--- src/rtl/video_pkg.sv ---
// Shared 1080p60 raster constants, pixel width and stream-alignment state type.
package video_pkg;

  localparam int H_ACTIVE = 1920;
  localparam int H_FP     = 88;
  localparam int H_SYNC   = 44;
  localparam int H_BP     = 148;
  localparam int V_ACTIVE = 1080;
  localparam int V_FP     = 4;
  localparam int V_SYNC   = 5;
  localparam int V_BP     = 36;

  localparam int H_TOTAL  = H_ACTIVE + H_FP + H_SYNC + H_BP;
  localparam int V_TOTAL  = V_ACTIVE + V_FP + V_SYNC + V_BP;

  localparam int PIX_W    = 24;

  typedef enum logic {
    SEARCH = 1'b0,
    LOCKED = 1'b1
  } state_t;

endpackage

--- src/rtl/video_timing_counter.sv ---
// Free-running horizontal/vertical raster counters and the region flags derived
// from them (active area, raw sync windows, raster origin).
module video_timing_counter #(
  parameter int H_ACTIVE = video_pkg::H_ACTIVE,
  parameter int H_FP     = video_pkg::H_FP,
  parameter int H_SYNC   = video_pkg::H_SYNC,
  parameter int H_BP     = video_pkg::H_BP,
  parameter int V_ACTIVE = video_pkg::V_ACTIVE,
  parameter int V_FP     = video_pkg::V_FP,
  parameter int V_SYNC   = video_pkg::V_SYNC,
  parameter int V_BP     = video_pkg::V_BP
) (
  input  logic clk,
  input  logic reset,
  output logic active,
  output logic hsync_raw,
  output logic vsync_raw,
  output logic origin
);

  localparam int H_TOT = H_ACTIVE + H_FP + H_SYNC + H_BP;
  localparam int V_TOT = V_ACTIVE + V_FP + V_SYNC + V_BP;
  localparam int HW    = $clog2(H_TOT);
  localparam int VW    = $clog2(V_TOT);

  logic [HW-1:0] h_count;
  logic [VW-1:0] v_count;

  // Wrap by explicit compare so non-power-of-two totals work.
  always_ff @(posedge clk) begin
    if (reset) begin
      h_count <= '0;
      v_count <= '0;
    end else if (h_count == HW'(H_TOT - 1)) begin
      h_count <= '0;
      v_count <= (v_count == VW'(V_TOT - 1)) ? '0 : v_count + VW'(1);
    end else begin
      h_count <= h_count + HW'(1);
    end
  end

  assign active    = (h_count < HW'(H_ACTIVE)) && (v_count < VW'(V_ACTIVE));
  assign hsync_raw = (h_count >= HW'(H_ACTIVE + H_FP)) &&
                     (h_count <  HW'(H_ACTIVE + H_FP + H_SYNC));
  assign vsync_raw = (v_count >= VW'(V_ACTIVE + V_FP)) &&
                     (v_count <  VW'(V_ACTIVE + V_FP + V_SYNC));
  assign origin    = (h_count == '0) && (v_count == '0);

endmodule

--- src/rtl/video_timing_out.sv ---
// AXI-Stream pixel flow to raster video: aligns the stream's start-of-frame beat
// to raster origin and falls back to search on underflow or misalignment.
module video_timing_out #(
  parameter int   H_ACTIVE  = video_pkg::H_ACTIVE,
  parameter int   H_FP      = video_pkg::H_FP,
  parameter int   H_SYNC    = video_pkg::H_SYNC,
  parameter int   H_BP      = video_pkg::H_BP,
  parameter int   V_ACTIVE  = video_pkg::V_ACTIVE,
  parameter int   V_FP      = video_pkg::V_FP,
  parameter int   V_SYNC    = video_pkg::V_SYNC,
  parameter int   V_BP      = video_pkg::V_BP,
  parameter logic HSYNC_POL = 1'b1,
  parameter logic VSYNC_POL = 1'b1
) (
  input  logic                      clk,
  input  logic                      reset,
  input  logic                      in_axis_tvalid,
  output logic                      in_axis_tready,
  input  logic [video_pkg::PIX_W-1:0] in_axis_tdata,
  input  logic                      in_axis_tuser,
  output logic                      vid_de,
  output logic                      vid_hsync,
  output logic                      vid_vsync,
  output logic [video_pkg::PIX_W-1:0] vid_data,
  output logic                      locked,
  output logic                      underflow,
  input  logic                      underflow_clr
);

  import video_pkg::*;

  logic   active, hsync_raw, vsync_raw, origin;
  state_t state, state_next;
  logic   resync_cond, underflow_set, show;

  video_timing_counter #(
    .H_ACTIVE(H_ACTIVE), .H_FP(H_FP), .H_SYNC(H_SYNC), .H_BP(H_BP),
    .V_ACTIVE(V_ACTIVE), .V_FP(V_FP), .V_SYNC(V_SYNC), .V_BP(V_BP)
  ) u_counter (
    .clk       (clk),
    .reset     (reset),
    .active    (active),
    .hsync_raw (hsync_raw),
    .vsync_raw (vsync_raw),
    .origin    (origin)
  );

  // Handshake and next-state decision from the current raster position.
  always_comb begin
    state_next     = state;
    in_axis_tready = 1'b0;
    underflow_set  = 1'b0;
    resync_cond    = in_axis_tvalid &&
                     ((in_axis_tuser && active && !origin) || (!in_axis_tuser && origin));
    case (state)
      SEARCH: begin
        // Non-SOF beats are drained; the SOF beat is held until origin.
        in_axis_tready = !in_axis_tuser || origin;
        if (in_axis_tvalid && in_axis_tuser && origin) begin
          state_next = LOCKED;
        end else begin
          state_next = SEARCH;
        end
      end
      LOCKED: begin
        in_axis_tready = active && !resync_cond;
        if (resync_cond) begin
          state_next = SEARCH;
        end else if (active && !in_axis_tvalid) begin
          state_next    = SEARCH;
          underflow_set = 1'b1;
        end else begin
          state_next = LOCKED;
        end
      end
      default: begin
        state_next = SEARCH;
      end
    endcase
  end

  // Only the aligning SOF beat or beats taken while locked reach the screen.
  assign show = in_axis_tvalid && in_axis_tready && active &&
                ((state == LOCKED) || (in_axis_tuser && origin));

  // State, sticky status and the registered video outputs.
  always_ff @(posedge clk) begin
    if (reset) begin
      state     <= SEARCH;
      vid_de    <= 1'b0;
      vid_hsync <= !HSYNC_POL;
      vid_vsync <= !VSYNC_POL;
      vid_data  <= '0;
      underflow <= 1'b0;
    end else begin
      state     <= state_next;
      vid_de    <= active;
      vid_hsync <= hsync_raw ? HSYNC_POL : !HSYNC_POL;
      vid_vsync <= vsync_raw ? VSYNC_POL : !VSYNC_POL;
      vid_data  <= show ? in_axis_tdata : '0;
      underflow <= underflow_set | (underflow & !underflow_clr);
    end
  end

  assign locked = (state == LOCKED);

endmodule

--- config.mk ---
export PLATFORM = sky130hd
export DESIGN_NAME = video_timing_out
export DESIGN_NICKNAME = d
export VERILOG_FILES = /design/src/rtl/video_pkg.sv /design/src/rtl/video_timing_counter.sv /design/src/rtl/video_timing_out.sv
export SDC_FILE = /design/constraint.sdc
export NUM_CORES = 1
export LEC_CHECK = 0
export BUFFER_PORTS_ARGS = -buffer_cell sky130_fd_sc_hd__buf_2
export CORE_UTILIZATION = 45
export DETAILED_ROUTE_END_ITERATION = 10
export MAX_ROUTING_LAYER = met4
export PLACE_DENSITY = 0.73
export SKIP_LAST_GASP = 1
export SLEW_MARGIN = 20
export SYNTH_ARGS = -nofsm -noshare
export SYNTH_HDL_FRONTEND = slang
export SYNTH_SLANG_ARGS = --single-unit
export TNS_END_PERCENT = 5
--- constraint.sdc ---
create_clock -name clk -period 2.2 [get_ports clk]
set_clock_uncertainty 0.05 [all_clocks]
set_input_delay 0.33 -clock clk [delete_from_list [all_inputs] [get_ports clk]]
set_output_delay 0.33 -clock clk [all_outputs]
set_load 0.005 [all_outputs]
==> summary.md <==
| Metric | Value |
|---|---|
| Synth Area in XOR/XNOR | `roughly 8.4%` |
| Antenna violations before repair | `0` |
| CP endpoint kind | `output pin` |
| Slew Limit Fails | `0` |
| Pwr/cell area | `about 630 nW/um2` |
| Crit Path Class | `flip-flop to output pin` |
| Hold wc startpoint | `in_axis_tdata[23]` |
| Hold path depth | `2` |
| Drt total wl | `about 4.3 mm` |
| Crit path arrival time | `1.98 ns` |
| Die span in y | `~70 um` |
| Crit path max fanout | `4` |
| Root Driver | `clkbuf_8` |
| # diodes | `0` |
| Worst reg2reg startpoint | `u_counter.h_count[8]` |
| Yosys cell types | `36` |
| Slack of the critical path | `-0.162 ns` |
| Synthesis Warnings | `0` |
| Largest family of logic cells by synthesized area | `simple AND/OR/NAND/NOR gates` |
| GRT Resource Usage Total | `18.3%` |
| I/O Buffers | `58` |
| Hold Vio Cnt, Final | `0` |
| Row Count | `24` |
| Vias in the first global route | `1585` |
| ANT nets after route | `0` |
| Leakage | `1.16 nW` |
| Reg-to-reg setup timing slack | `about 0.040 ns` |
| Final cycle utilization of the critical path | `107%` |
| Vias | `between 1.5k and 2k` |
| CTS tree | `built` |
| Share of flip-flops with an asynchronous set or reset | `0%` |
| Share of layout cells above drive strength 1 | `about a third` |
| Post-synthesis mux area share | `roughly 1.4%` |
| Area Growth Syn to Fin | `24.4%` |
| Commonest non-fill, non-tap cell in the layout | `buf_2` |
| Final Critical Period | `about 2.4 ns` |
| H-Tree Depth | `2` |
| Outcome | `finished, violations left` |
| Clock insertion delay at the later pin of the skew report | `approximately 0.31 ns` |
| Footprint of the multi-input gates | `~960 um2` |
| Post-DP HPWL | `between 3 and 4 mm` |
| Seq cells post-synth | `52` |
| Final setup viols | `1` |
| Worst Hold End | `vid_data[23]` |
| Mapped Cells | `~220` |
| TritonCTS Buffers | `5` |
| CTS Buffer Depth | `2` |
| Synth Area in Compound Gates | `approximately 3.4%` |
| Hold Buf Count CTS | `0` |
| Clock transition at the registers of the reported paths | `0.09 ns` |
| Clock sinks | `52` |
| Vias/cell | `4.93` |
| Failing checks | `negative setup slack` |
| Die area | `4900 um2` |
| Setup crit start kind | `flip-flop` |
| Crit-path cells | `or4_4 > nor4_4 > mux2i_1 > a21oi_1 > buf_2` |
| GPL Wtd Cong | `between 0.8 and 0.9` |
| Routed WL per cell | `12.5 um` |
| Starting Density | `a little under half` |
| Syn avg cell area | `around 9.4 um2` |
| Critical Path RT | `1.82 ns` |
| Post-Syn Area | `between 2000 and 2500 um2` |
| Sequential share of the synthesized area | `about 50%` |
| GRT overflow | `0` |
| Layout fillers | `just under 400` |
| Die W | `between 60 and 70 um` |
| Initial drt markers | `60` |
| Worst Hold Margin | `about 0.16 ns` |
| Commonest cells after routing, fill and taps aside | `buf_2 (58), dfxtp_1 (50), nor2_1 (31)` |
| Max Fclk | `between 400 and 500 MHz` |
| Drt drc | `0` |
| Nets | `323` |
| Top_reg_cell synth | `dfxtp_1` |
| Wire length of the first global-routing pass | `6.94 mm` |
| Synth Net Count | `approximately 250` |
| Synth Area in Simple Gates | `30.4%` |
| Register Area | `around 1000 um2` |
| # IOs | `just under 60` |
| Slew margin rel. | `between 60% and 70%` |
| Slowest-stage cell, CP | `or4_4` |
| Pre-antenna DRT Iters | `4` |
| Worst-Margin Slew | `0.528 ns` |
| Largest net degree at the start of global routing | `25` |
| Peak supply drop | `between 0.0005 and 0.0006 V` |
| CP max stage delay | `around 0.54 ns` |
| R2r endpoint | `u_counter.v_count[5]` |
| Number of synthesized flops with an enable pin | `0` |
| Hold Path Class | `primary input to flip-flop` |
| RSZ-0062 raised after global routing | `true` |
| Post-synthesis adder-cell area fraction | `around 2.4%` |
| Register-to-Register Path Depth | `4` |
| Max_cap viols | `0` |
| Core Region | `approximately 4400 um2` |
| Total Power | `between 1.5 and 2 mW` |
-- through the flow --
step                setup slack [ns]  cells  setup TNS [ns]  utilization [%]  cell area [um2]
detailed placement            0.0807    332               0             56.3             2470
floorplan                      0.128    221               0                -             2080
global route                  -0.215    343          -0.663             59.0             2590
finish                        -0.162    343          -0.162             59.0             2590
global placement               0.109    332               0             56.3             2470
CTS                           -0.218    340          -0.218             58.4             2560
-- area by class of cell --
type                       count  share of cell area [%]
clock inverter                 2                   0.629
tap                           52                    2.51
sequential                    52                    40.4
timing repair buffer          72                    15.3
clock buffer                   6                    2.80
inverter                       8                    1.16
multi-input combinational    151                    37.2
-- synth_stat cells, types with 2 or more instances --
| cell type | number | share of area, % |
|---|---|---|
| nand3b_1 | 2 | 0.72 |
| or4_1 | 3 | 1.1 |
| nand2b_1 | 2 | 0.60 |
| xnor2_1 | 7 | 2.9 |
| xor2_1 | 13 | 5.5 |
| nand3_1 | 10 | 2.4 |
| and3_1 | 2 | 0.60 |
| dfxtp_1 | 52 | 50 |
| or4_4 | 2 | 1.1 |
| nor4_1 | 4 | 1.2 |
| nor3_1 | 4 | 0.96 |
| buf_2 | 2 | 0.48 |
| clkbuf_1 | 5 | 0.90 |
| nand2_1 | 12 | 2.2 |
| inv_1 | 8 | 1.4 |
| a21oi_1 | 5 | 1.2 |
| ha_1 | 4 | 2.4 |
| mux2i_1 | 3 | 1.4 |
| and2_1 | 24 | 7.2 |
| clkbuf_2 | 2 | 0.48 |
| nor2_1 | 31 | 5.6 |
| nand4_1 | 9 | 2.7 |
| or2_2 | 2 | 0.60 |
-- timing repair --
item	4_1_cts	5_1_grt
resized for setup	2	2
setup endpoints to repair	1	11
buffers inserted	0	3
pin swaps	1	1
-- how the worst max path moves through the flow --
stage	depth (start not counted)	endpoint	from
6_report	5	in_axis_tready	u_counter.v_count[3]
4_1_cts	5	in_axis_tready	u_counter.v_count[7]
3_5_place_dp	4	u_counter.v_count[4]	u_counter.h_count[8]
2_1_floorplan	6	u_counter.v_count[0]	u_counter.h_count[3]
3_3_place_gp	4	u_counter.v_count[9]	u_counter.h_count[8]
5_1_grt	5	in_axis_tready	u_counter.v_count[3]
-- report_power, final --
group          switching [mW]  internal (mW)  total (mW)
clock                   0.317          0.227       0.544
sequential            0.00686          0.957       0.964
combinational          0.0513         0.0619       0.113
-- registers in the layout, indices dropped and copies added (netlist names) --
register           flops
vid_vsync              1
locked                 1
vid_hsync              1
u_counter.h_count     12
underflow              1
vid_data              24
u_counter.v_count     11
vid_de                 1
-- critical path: cells and delay by family (launching register included) --
kind                   cells  cell delay (ns)
AND/OR/NAND/NOR            2             0.90
flip-flops                 1             0.36
multiplexers               1             0.22
buffers and inverters      1             0.13
AO/OA/AOI/OAI              1             0.06
-- layer usage --
layer / part of all wire [%] / vias to the layer above / track usage (%)
li1: - / 873 / -
met1: 44 / 769 / 21.5
met2: 49 / 36 / 29.4
met3: 3.9 / 12 / 4.47
met4: 2.4 / 0 / 8.67
met5: 0 / - / -
-- cells by family (layout without fill, tap and decap cells) --
logic type / Yosys count / in the layout
xor+xnor: 20 / 20
compound gates: 10 / 10
fa+ha+maj: 4 / 4
simple gates: 114 / 114
buf+inv: 18 / 88
mux: 3 / 3
flops: 52 / 52
Note: power is estimated with default switching activity, not from simulation.
